`config.mk`:
```
export PLATFORM = sky130hd
export DESIGN_NAME = ps2_kbd_rx
export DESIGN_NICKNAME = d
export VERILOG_FILES = /design/src/rtl/ps2_pkg.sv /design/src/rtl/ps2_line_filter.sv /design/src/rtl/ps2_kbd_rx.sv
export SDC_FILE = /design/constraint.sdc
export NUM_CORES = 1
export LEC_CHECK = 0
export ABC_AREA = 1
export CAP_MARGIN = 10
export CORE_UTILIZATION = 57
export CTS_CLUSTER_SIZE = 40
export DETAILED_ROUTE_END_ITERATION = 16
export GPL_ROUTABILITY_DRIVEN = 0
export PLACE_DENSITY = 0.82
export SYNTH_ARGS = -nofsm -noshare
export SYNTH_HDL_FRONTEND = slang
export SYNTH_SLANG_ARGS = --single-unit
```
`constraint.sdc`:
```
create_clock -name clk -period 1.8 [get_ports clk]
set_clock_uncertainty 0.05 [all_clocks]
set_input_delay 0.36 -clock clk [delete_from_list [all_inputs] [get_ports clk]]
set_output_delay 0.36 -clock clk [all_outputs]
set_load 0.02 [all_outputs]
```
`src/rtl/ps2_pkg.sv`:
```
`default_nettype none
// ============================================================================
//  Module      : ps2_pkg
//  Description : Shared types and constants for the PS/2 keyboard receiver:
//                frame FSM state encoding and the special byte values used by
//                the scan-code decoder.
//  Revision    : 1.0 - initial release
// ============================================================================
package ps2_pkg;

  // Frame receiver states
  typedef enum logic [1:0] {
    ST_IDLE   = 2'd0,
    ST_DATA   = 2'd1,
    ST_PARITY = 2'd2,
    ST_STOP   = 2'd3
  } ps2_state_t;

  // Prefix bytes
  localparam logic [7:0] c_byte_e0 = 8'hE0;
  localparam logic [7:0] c_byte_f0 = 8'hF0;

  // Keyboard status / response bytes that never form a key event
  localparam logic [7:0] c_byte_00 = 8'h00;
  localparam logic [7:0] c_byte_aa = 8'hAA;
  localparam logic [7:0] c_byte_ee = 8'hEE;
  localparam logic [7:0] c_byte_fa = 8'hFA;
  localparam logic [7:0] c_byte_fe = 8'hFE;
  localparam logic [7:0] c_byte_ff = 8'hFF;

  // True for bytes that are keyboard status/responses rather than scan codes
  function automatic logic is_status_byte(input logic [7:0] b);
    return (b == c_byte_00) || (b == c_byte_aa) || (b == c_byte_ee) ||
           (b == c_byte_fa) || (b == c_byte_fe) || (b == c_byte_ff);
  endfunction

endpackage
`default_nettype wire

```
`src/rtl/ps2_line_filter.sv`:
```
`default_nettype none
// ============================================================================
//  Module      : ps2_line_filter
//  Description : Two-flop synchronizer followed by a glitch filter for one
//                PS/2 line. The filtered level only follows the input after
//                FILTER_LEN consecutive disagreeing samples. Emits a one-cycle
//                pulse on every filtered 1->0 transition.
//  Revision    : 1.0 - initial release
// ============================================================================
module ps2_line_filter #(
  parameter int FILTER_LEN = 4
) (
  input  logic clk,
  input  logic reset_n,
  input  logic i_line,
  output logic o_fall
);

  localparam int c_cnt_w = (FILTER_LEN > 1) ? $clog2(FILTER_LEN) : 1;
  localparam logic [c_cnt_w-1:0] c_cnt_last = c_cnt_w'(FILTER_LEN - 1);

  logic               r_sync1;
  logic               r_sync2;
  logic               r_level;
  logic [c_cnt_w-1:0] r_cnt;
  logic               r_fall;

  // Bring the asynchronous line into the clk domain; idles high
  always_ff @(posedge clk or negedge reset_n) begin
    if (!reset_n) begin
      r_sync1 <= 1'b1;
      r_sync2 <= 1'b1;
    end else begin
      r_sync1 <= i_line;
      r_sync2 <= r_sync1;
    end
  end

  // Flip the filtered level only after a full run of disagreeing samples;
  // any agreeing sample restarts the run, so short glitches vanish
  always_ff @(posedge clk or negedge reset_n) begin
    if (!reset_n) begin
      r_level <= 1'b1;
      r_cnt   <= '0;
      r_fall  <= 1'b0;
    end else begin
      r_fall <= 1'b0;
      if (r_sync2 != r_level) begin
        if (r_cnt == c_cnt_last) begin
          r_level <= r_sync2;
          r_cnt   <= '0;
          r_fall  <= r_level;
        end else begin
          r_cnt <= r_cnt + 1'b1;
        end
      end else begin
        r_cnt <= '0;
      end
    end
  end

  assign o_fall = r_fall;

endmodule
`default_nettype wire

```
`src/rtl/ps2_kbd_rx.sv`:
```
`default_nettype none
// ============================================================================
//  Module      : ps2_kbd_rx
//  Description : PS/2 keyboard receiver. Filters the keyboard clock, frames
//                11-bit PS/2 words (start, 8 data LSB-first, odd parity,
//                stop), flags parity/stop/timeout errors and decodes E0/F0
//                prefixed scan codes into key events.
//  Revision    : 1.0 - initial release
// ============================================================================
module ps2_kbd_rx
  import ps2_pkg::*;
#(
  parameter int FILTER_LEN     = 4,
  parameter int TIMEOUT_CYCLES = 8192
) (
  input  logic       clk,
  input  logic       reset_n,
  input  logic       ps2_kbd_clk,
  input  logic       ps2_kbd_data,
  output logic       raw_strobe,
  output logic [7:0] raw_byte,
  output logic       key_strobe,
  output logic [7:0] key_code,
  output logic       key_extended,
  output logic       key_released,
  output logic       parity_err,
  output logic       frame_err
);

  localparam int c_to_w = $clog2(TIMEOUT_CYCLES + 1);
  localparam logic [c_to_w-1:0] c_to_last = c_to_w'(TIMEOUT_CYCLES - 1);

  logic              w_fall;
  logic              r_data_s1;
  logic              r_data_s2;
  ps2_state_t        r_state;
  logic [2:0]        r_bit_cnt;
  logic [7:0]        r_shift;
  logic              r_par;
  logic [c_to_w-1:0] r_to_cnt;
  logic              r_ext;
  logic              r_rel;

  ps2_line_filter #(
    .FILTER_LEN (FILTER_LEN)
  ) u_clk_filter (
    .clk     (clk),
    .reset_n (reset_n),
    .i_line  (ps2_kbd_clk),
    .o_fall  (w_fall)
  );

  // Data line only needs synchronizing; it is sampled at filtered clock edges
  always_ff @(posedge clk or negedge reset_n) begin
    if (!reset_n) begin
      r_data_s1 <= 1'b1;
      r_data_s2 <= 1'b1;
    end else begin
      r_data_s1 <= ps2_kbd_data;
      r_data_s2 <= r_data_s1;
    end
  end

  // Frame FSM, timeout supervisor and scan-code decoder with registered outputs
  always_ff @(posedge clk or negedge reset_n) begin
    if (!reset_n) begin
      r_state      <= ST_IDLE;
      r_bit_cnt    <= '0;
      r_shift      <= '0;
      r_par        <= 1'b0;
      r_to_cnt     <= '0;
      r_ext        <= 1'b0;
      r_rel        <= 1'b0;
      raw_strobe   <= 1'b0;
      raw_byte     <= '0;
      key_strobe   <= 1'b0;
      key_code     <= '0;
      key_extended <= 1'b0;
      key_released <= 1'b0;
      parity_err   <= 1'b0;
      frame_err    <= 1'b0;
    end else begin
      raw_strobe <= 1'b0;
      key_strobe <= 1'b0;
      parity_err <= 1'b0;
      frame_err  <= 1'b0;

      case (r_state)
        ST_IDLE: begin
          // A high data bit at an edge is line noise, not a start bit
          r_to_cnt <= '0;
          if (w_fall && !r_data_s2) begin
            r_state   <= ST_DATA;
            r_bit_cnt <= '0;
            r_par     <= 1'b0;
          end
        end

        default: begin
          if (w_fall) begin
            r_to_cnt <= '0;
            case (r_state)
              ST_DATA: begin
                r_shift <= {r_data_s2, r_shift[7:1]};
                r_par   <= r_par ^ r_data_s2;
                if (r_bit_cnt == 3'd7) begin
                  r_state <= ST_PARITY;
                end else begin
                  r_bit_cnt <= r_bit_cnt + 3'd1;
                end
              end

              ST_PARITY: begin
                r_par   <= r_par ^ r_data_s2;
                r_state <= ST_STOP;
              end

              ST_STOP: begin
                r_state <= ST_IDLE;
                if (!r_data_s2) begin
                  // A bad stop bit outranks a bad parity bit
                  frame_err <= 1'b1;
                  r_ext     <= 1'b0;
                  r_rel     <= 1'b0;
                end else if (!r_par) begin
                  parity_err <= 1'b1;
                  r_ext      <= 1'b0;
                  r_rel      <= 1'b0;
                end else begin
                  raw_strobe <= 1'b1;
                  raw_byte   <= r_shift;
                  if (r_shift == c_byte_e0) begin
                    r_ext <= 1'b1;
                  end else if (r_shift == c_byte_f0) begin
                    r_rel <= 1'b1;
                  end else if (is_status_byte(r_shift)) begin
                    r_ext <= 1'b0;
                    r_rel <= 1'b0;
                  end else begin
                    key_strobe   <= 1'b1;
                    key_code     <= r_shift;
                    key_extended <= r_ext;
                    key_released <= r_rel;
                    r_ext        <= 1'b0;
                    r_rel        <= 1'b0;
                  end
                end
              end

              default: r_state <= ST_IDLE;
            endcase
          end else if (r_to_cnt == c_to_last) begin
            // Keyboard stopped clocking mid-frame: abandon it
            frame_err <= 1'b1;
            r_ext     <= 1'b0;
            r_rel     <= 1'b0;
            r_state   <= ST_IDLE;
            r_to_cnt  <= '0;
          end else begin
            r_to_cnt <= r_to_cnt + 1'b1;
          end
        end
      endcase
    end
  end

endmodule
`default_nettype wire

```
==> reports/metrics.csv <==
stage,metric,value,unit
synth,synth_cell_type_count,33,
die,core_area,0.004755,mm²
placed_design,io_buffers,25,
global_routing,grt_pass1_wl,8983,µm
die,floorplan.initialDensity,59.84,%
setup_path,reg2reg_depth,8,
synth,yosys_warnings,0,
setup_path,rrSetupSlack,0.10,ns
setup_path,startpoint_type,register,
synth,synth.most_common_cell,nand2_1,
timing,period_needed,1.734,ns
worst_hold_path,hp-class,reg2reg,
cts,cts_tree,done,
global_routing,grt_pass1_vias,2111,
setup_path,timing.rr.end,raw_byte[2]$_DFFE_PN0P_,
setup_path,path_max_fanout,2,
synth,synth_top_area_share,48.37,%
power,ir_drop,0.0007979,V
synth,ys_seq_area_share,52.99,%
synth,postSynthAreaPerCell,8.622,µm²
drt,routedWlPerCell,12.20,µm
synth,synthCells,330,
outcome,status,finished clean,
setup_path,critPathCapture,raw_byte[0],
flow_run,max-cap-violations,0,
setup_path,worst_path_dominant_cell_family,buffers and inverters,
synth,synthesis.nets,345,
global_routing,grt_max_degree,61,
cells_and_area,antenna_cells,0,
synth,synth_edf_count,0,
drt,routed_wl,5367,µm
placed_design,hpwl,3731,µm
synth,yosys_register_bits,60,
cells_and_area,nFillCells,378,
timing,slew_headroom,71.12,%
drt,drtIter0Drc,136,
setup_path,r2r-start,r_state[0]$_DFFE_PN0P_,
setup_path,critPathArrivalTime,1.32,ns
worst_hold_path,min-delay-start,r_data_s1$_DFF_PN1_,
cts,clockBufferDepth,2,
cts,worstSkewPairLatency,0.34,ns
global_routing,antenna_found_initial,0,
timing,fmax,0.5768,GHz
setup_path,crit_cells,1,
die,ioPinCount,26,
timing,hold_ws,0.3051,ns
cells_and_area,area_growth,22.47,%
cells_and_area,postLayoutCellArea,0.003485,mm²
cts,clk_pin_slew_worst_paths,0.07,ns
drt,via_per_inst,5.173,
die,rows,25,
cells_and_area,layout.nets,383,
timing,finalCritPeriodShare,96.31,%
cells_and_area,drive_gt1_share,11.26,%
synth,syn_area,0.002845,mm²
timing,hold_viol,0,
drt,drt_first_pass_iters,4,
timing,finalMaxSlewViolations,0,
setup_path,end_kind,output pin,
synth,synth_common_cells,"nand2_1, dfrtp_1, nor2_1",
cts,cts_sinks,60,
cells_and_area,post-route-util,73.29,%
power,total_power,3453,µW
setup_path,crit_chain,clkdlybuf4s50_1,
synth,synthTopCellsByArea,"dfrtp_1, nand2_1, nor2_1, ha_1, dfstp_2",
timing,tightest_slew,0.4322,ns
cts,cts_root_buf,clkbuf_8,
setup_path,path_class,reg2out,
drt,drc,0,
die,die_x,72.65,µm
synth,synthArstFlopShare,100.0,%
cts,numCtsBuffers,9,
drt,antenna_left,0,
global_routing,overflow,0,
setup_path,crit_required,1.39,ns
setup_path,crit_start,raw_byte[0]$_DFFE_PN0P_,
timing,setup_viol,0,
drt,route.vias.total,2276,
synth,synth_flop_cell,dfrtp_1,
die,die_h,72.65,µm
die,dieArea,0.005278,mm²
placed_design,placed_area,0.003221,mm²
setup_path,cpPeakStageDelay,0.63,ns
setup_path,crit_slowest_cell,clkdlybuf4s50_1,
cts,h-tree-depth,3,
power,powerDensity,991.0,mW/mm²
setup_path,crit_buf_inv,1,
power,leakagePower,0.001588,µW
global_routing,grt_use_total,22.54,%
synth,synth.largest_area_cell,dfrtp_1,
[report_power, final]
part / internal (µW) / leakage [µW] / switching [µW]
combinational: 189 / 0.000651 / 346
clock: 888 / 0.000122 / 504
sequential: 1450 / 0.000814 / 73.5
total: 2530 / 0.00159 / 923
[repair_timing]
item | in CTS | in global routing
endpoints found under the setup margin | 0 | 12
resized for setup | 0 | 4
hold buffers | 1 | 0
buffers inserted | 0 | 0
endpoints found under the hold margin | 55 | 0
[how the worst min path moves through the flow]
stage / endpoint / cells after the start / slack [ns]
after global placement: r_data_s2$_DFF_PN1_ / 0 / 0.30
after floorplan: frame_err$_DFF_PN0_ / 0 / 0.01
after detailed placement: r_data_s2$_DFF_PN1_ / 0 / 0.30
after CTS: r_data_s2$_DFF_PN1_ / 0 / 0.31
final: r_data_s2$_DFF_PN1_ / 0 / 0.31
after global routing: r_data_s2$_DFF_PN1_ / 0 / 0.31
[cell usage in the layout, fill, tap and decap left out, types with 2 or more instances in the layout]
| master | netlist | final |
|---|---|---|
| o21ai_0 | 14 | 14 |
| nand2_1 | 84 | 84 |
| dfstp_2 | 5 | 5 |
| nand4_1 | 16 | 16 |
| nor2_1 | 53 | 51 |
| nor2_2 | 1 | 2 |
| nand3_1 | 11 | 11 |
| bufinv_16 | 0 | 2 |
| xor2_1 | 4 | 4 |
| clkinv_2 | 0 | 2 |
| a21oi_1 | 12 | 12 |
| dfrtp_1 | 55 | 55 |
| nand3b_1 | 2 | 2 |
| buf_4 | 0 | 6 |
| xnor2_1 | 4 | 4 |
| buf_12 | 0 | 2 |
| a21oi_2 | 2 | 2 |
| nor2_4 | 1 | 2 |
| nor3_1 | 5 | 5 |
| clkbuf_8 | 0 | 12 |
| inv_1 | 30 | 30 |
| clkdlybuf4s50_1 | 0 | 24 |
| ha_1 | 11 | 11 |
[per-layer routing]
metal	global-route usage [%]	wire length (µm)	vias up
met3	6.077	243	13
met2	35.31	2468	59
met1	29.26	2534	1063
met5	0	0	-
li1	-	-	1141
met4	10.89	121	0
[metrics by stage]
step | setup WS [ns] | instances | setup TNS (ns)
finish | 0.06639 | 440 | 0
global route | -0.006641 | 440 | -0.006641
CTS | 0.01147 | 440 | 0
detailed placement | 0.01366 | 423 | 0
global placement | 0.1194 | 423 | 0
floorplan | 0.1679 | 330 | 0
[sequential cells by signal, summed over array words and instances (netlist names), 2 cells and up]
| signal | count |
|---|---|
| key_code | 8 |
| r_bit_cnt | 3 |
| r_shift | 8 |
| r_state | 2 |
| r_to_cnt | 14 |
| raw_byte | 8 |
| u_clk_filter.r_cnt | 2 |
[logic make-up (layout without fill, tap and decap cells)]
kind of cell | count (synthesis) | after routing | share of synthesized area, %
fa+ha+maj | 11 | 11 | 4.837
simple gates | 181 | 181 | 27.92
buf+inv | 38 | 81 | 5.453
flops | 60 | 60 | 52.99
compound gates | 31 | 31 | 5.937
mux | 1 | 1 | 0.3958
xor+xnor | 8 | 8 | 2.462
[area by class of cell]
type	count	area (µm²)	area share, %
Sequential cell	60	1508	43.27
Multi-Input combinational cell	232	1201	34.47
Timing Repair Buffer	34	340.3	9.767
Clock buffer	12	165.2	4.740
Inverter	31	116.4	3.339
Tap cell	67	83.83	2.406
Clock inverter	4	70.07	2.011
Power figures use the tool's default switching activity.
==> RTL edit: new RTL, same settings <==
Set the parameter `TIMEOUT_CYCLES` to 32768 (it was 8192).
--- a/src/rtl/ps2_kbd_rx.sv
+++ b/src/rtl/ps2_kbd_rx.sv
@@ -11,7 +11,7 @@
   import ps2_pkg::*;
 #(
   parameter int FILTER_LEN     = 4,
-  parameter int TIMEOUT_CYCLES = 8192
+  parameter int TIMEOUT_CYCLES = 32768
 ) (
   input  logic       clk,
   input  logic       reset_n,
Check against the original RTL: no difference found for any inputs over 10 cycles, from zero or initial values and one cycle with reset_n low; that may be too few to reach the edited logic, so the function may still have changed.
==> RTL edit against the unedited design <==
Register-to-register slack improved by 0.02 ns. Total power decreased by 3.5%. Sequential power up 3%. Setup slack improved by 0.0023 ns. Final area is 2.0% higher. Synthesized area up 4.4%. Critical endpoint is now raw_byte[4]. Clock power fell by 22%. Largest cell class unchanged. Count of clock-buffer cells in the layout grew 3. Global-route usage shrank 0.38 points. Sequential cell count grew 2. Fmax increased by 0.13%. Die area increased by 4.2%. Routed wire length is 2.1% lower.
==> RTL edit: results (changes against the unedited design) <==
qor: worst_setup_path.cp-endpoint raw_byte[4] [was raw_byte[0]]
qor: synthesis.mappedNetlistNets 357 [was 345]
qor: power_and_ir_drop.total_leakage_power 1.68 nW [was 1.59 nW]
qor: sta.holdWs 0.305 ns [about the same]
qor: min_path.timing.hold.worst_endpoint u_clk_filter.r_sync2 [was r_data_s2]
qor: synthesis.synth_compound_area_share 6.07% [was 5.94%]
qor: drt.drt_first_iter_violations 155 [was 136]
qor: power_and_ir_drop.worst_ir_drop_vdd 460 uV [was 798 uV]
qor: layout.layout.cells.non_filler 455 [was 440]
qor: grt.maximum_number_of_pins_on_one_net_before_global_route_repair 63 [was 61]
qor: worst_setup_path.crit_path_top_delay_cell sky130_fd_sc_hd__clkdlybuf4s50_1 [unchanged]
qor: power_and_ir_drop.power_frac_clock 32.8% [was 40.3%]
qor: synthesis.post_synth_xor_area_fraction 2.36% [was 2.46%]
qor: synthesis.synth-adder-area-share 4.64% [was 4.84%]
qor: drt.vias_per_cell 5.11 [was 5.17]
qor: layout.number_of_nets_in_the_layout 398 [was 383]
qor: sta.post_layout_min_period 1.73 ns [about the same]
qor: power_and_ir_drop.power_frac_seq 47.3% [was 44.2%]
qor: power_and_ir_drop.p_total 0.00333 W [was 0.00345 W]
qor: synthesis.synth_sequential_area_ratio 52.5% [was 53.0%]
qor: place.post_dp_cell_area 0.00335 mm2 [was 0.00322 mm2]
qor: place.placed_cells_incl_taps 438 [was 423]
qor: grt.initial_antenna_violation_count 0 [unchanged]
qor: synthesis.synthMuxAreaShare 0.759% [was 0.396%]
qor: status.status finished, final reports clean [unchanged]
qor: worst_setup_path.regToRegEndpoint raw_byte[7] [was raw_byte[2]]
qor: grt.grt_first_pass_wirelength 9050 um [was 8980 um]
qor: layout.largest_reg_flops 16 [was 14]
qor: place.detailed_place_hpwl 3840 um [was 3730 um]
qor: power_and_ir_drop.sw_frac_of_total 29.1% [was 26.7%]
qor: synthesis.synth.top_cells.by_area sky130_fd_sc_hd__dfrtp_1 (48%), sky130_fd_sc_hd__nand2_1 (10%), sky130_fd_sc_hd__nor2_1 (7.0%) [was sky130_fd_sc_hd__dfrtp_1 (48%), sky130_fd_sc_hd__nand2_1 (11%), sky130_fd_sc_hd__nor2_1 (7.0%)]
qor: grt.vias_in_the_first_global_route 2110 [was 2111]
qor: synthesis.ys_types 31 [was 33]
qor: grt.grt_use_total 22.2% [was 22.5%]
qor: sta.timing_worst_slew_pin_value 0.431 ns [was 0.432 ns]
qor: min_path.min_from u_clk_filter.r_sync1 [was r_data_s1]
qor: layout.fraction_of_final_layout_cells_with_drive_strength_greater_than_1 11.9% [was 11.3%]
qor: synthesis.synthCells 342 [was 330]
qor: worst_setup_path.reg2reg_setup_slack 0.12 ns [was 0.10 ns]
## RTL edit: changes by cell type after synthesis, sizes merged, moves of 2 or more
cell / delta
nand4: -5
nand3: +4
nor2: +5
inv: +7
dfrtp: +2
nand2: -2
## RTL edit: final cells by class
type	instances	area [um2]
fillers	378	1330
clock buffers	15	176
flip-flops and latches	62	1560
clock inverters	1	5.00
well taps	67	83.8
repair buffers	37	350
inverters	38	143
multi-input cells	235	1240
## RTL edit: routing by layer
metal | share of wire (%) | GRT usage (%) | vias up | wire length (um)
met5 | 0 | 0 | - | 0
met4 | 2.5 | 10.3 | 0 | 129
met3 | 4.5 | 6.78 | 17 | 234
met2 | 44 | 33.1 | 55 | 2320
met1 | 49 | 29.7 | 1083 | 2570
li1 | - | - | 1170 | -
## RTL edit: what timing repair did
| action | in CTS | in global routing |
|---|---|---|
| hold buffers | 1 | 0 |
| endpoints found under the hold margin | 57 | 0 |
| gates resized for setup | 0 | 4 |
| endpoints found under the setup margin | 0 | 13 |
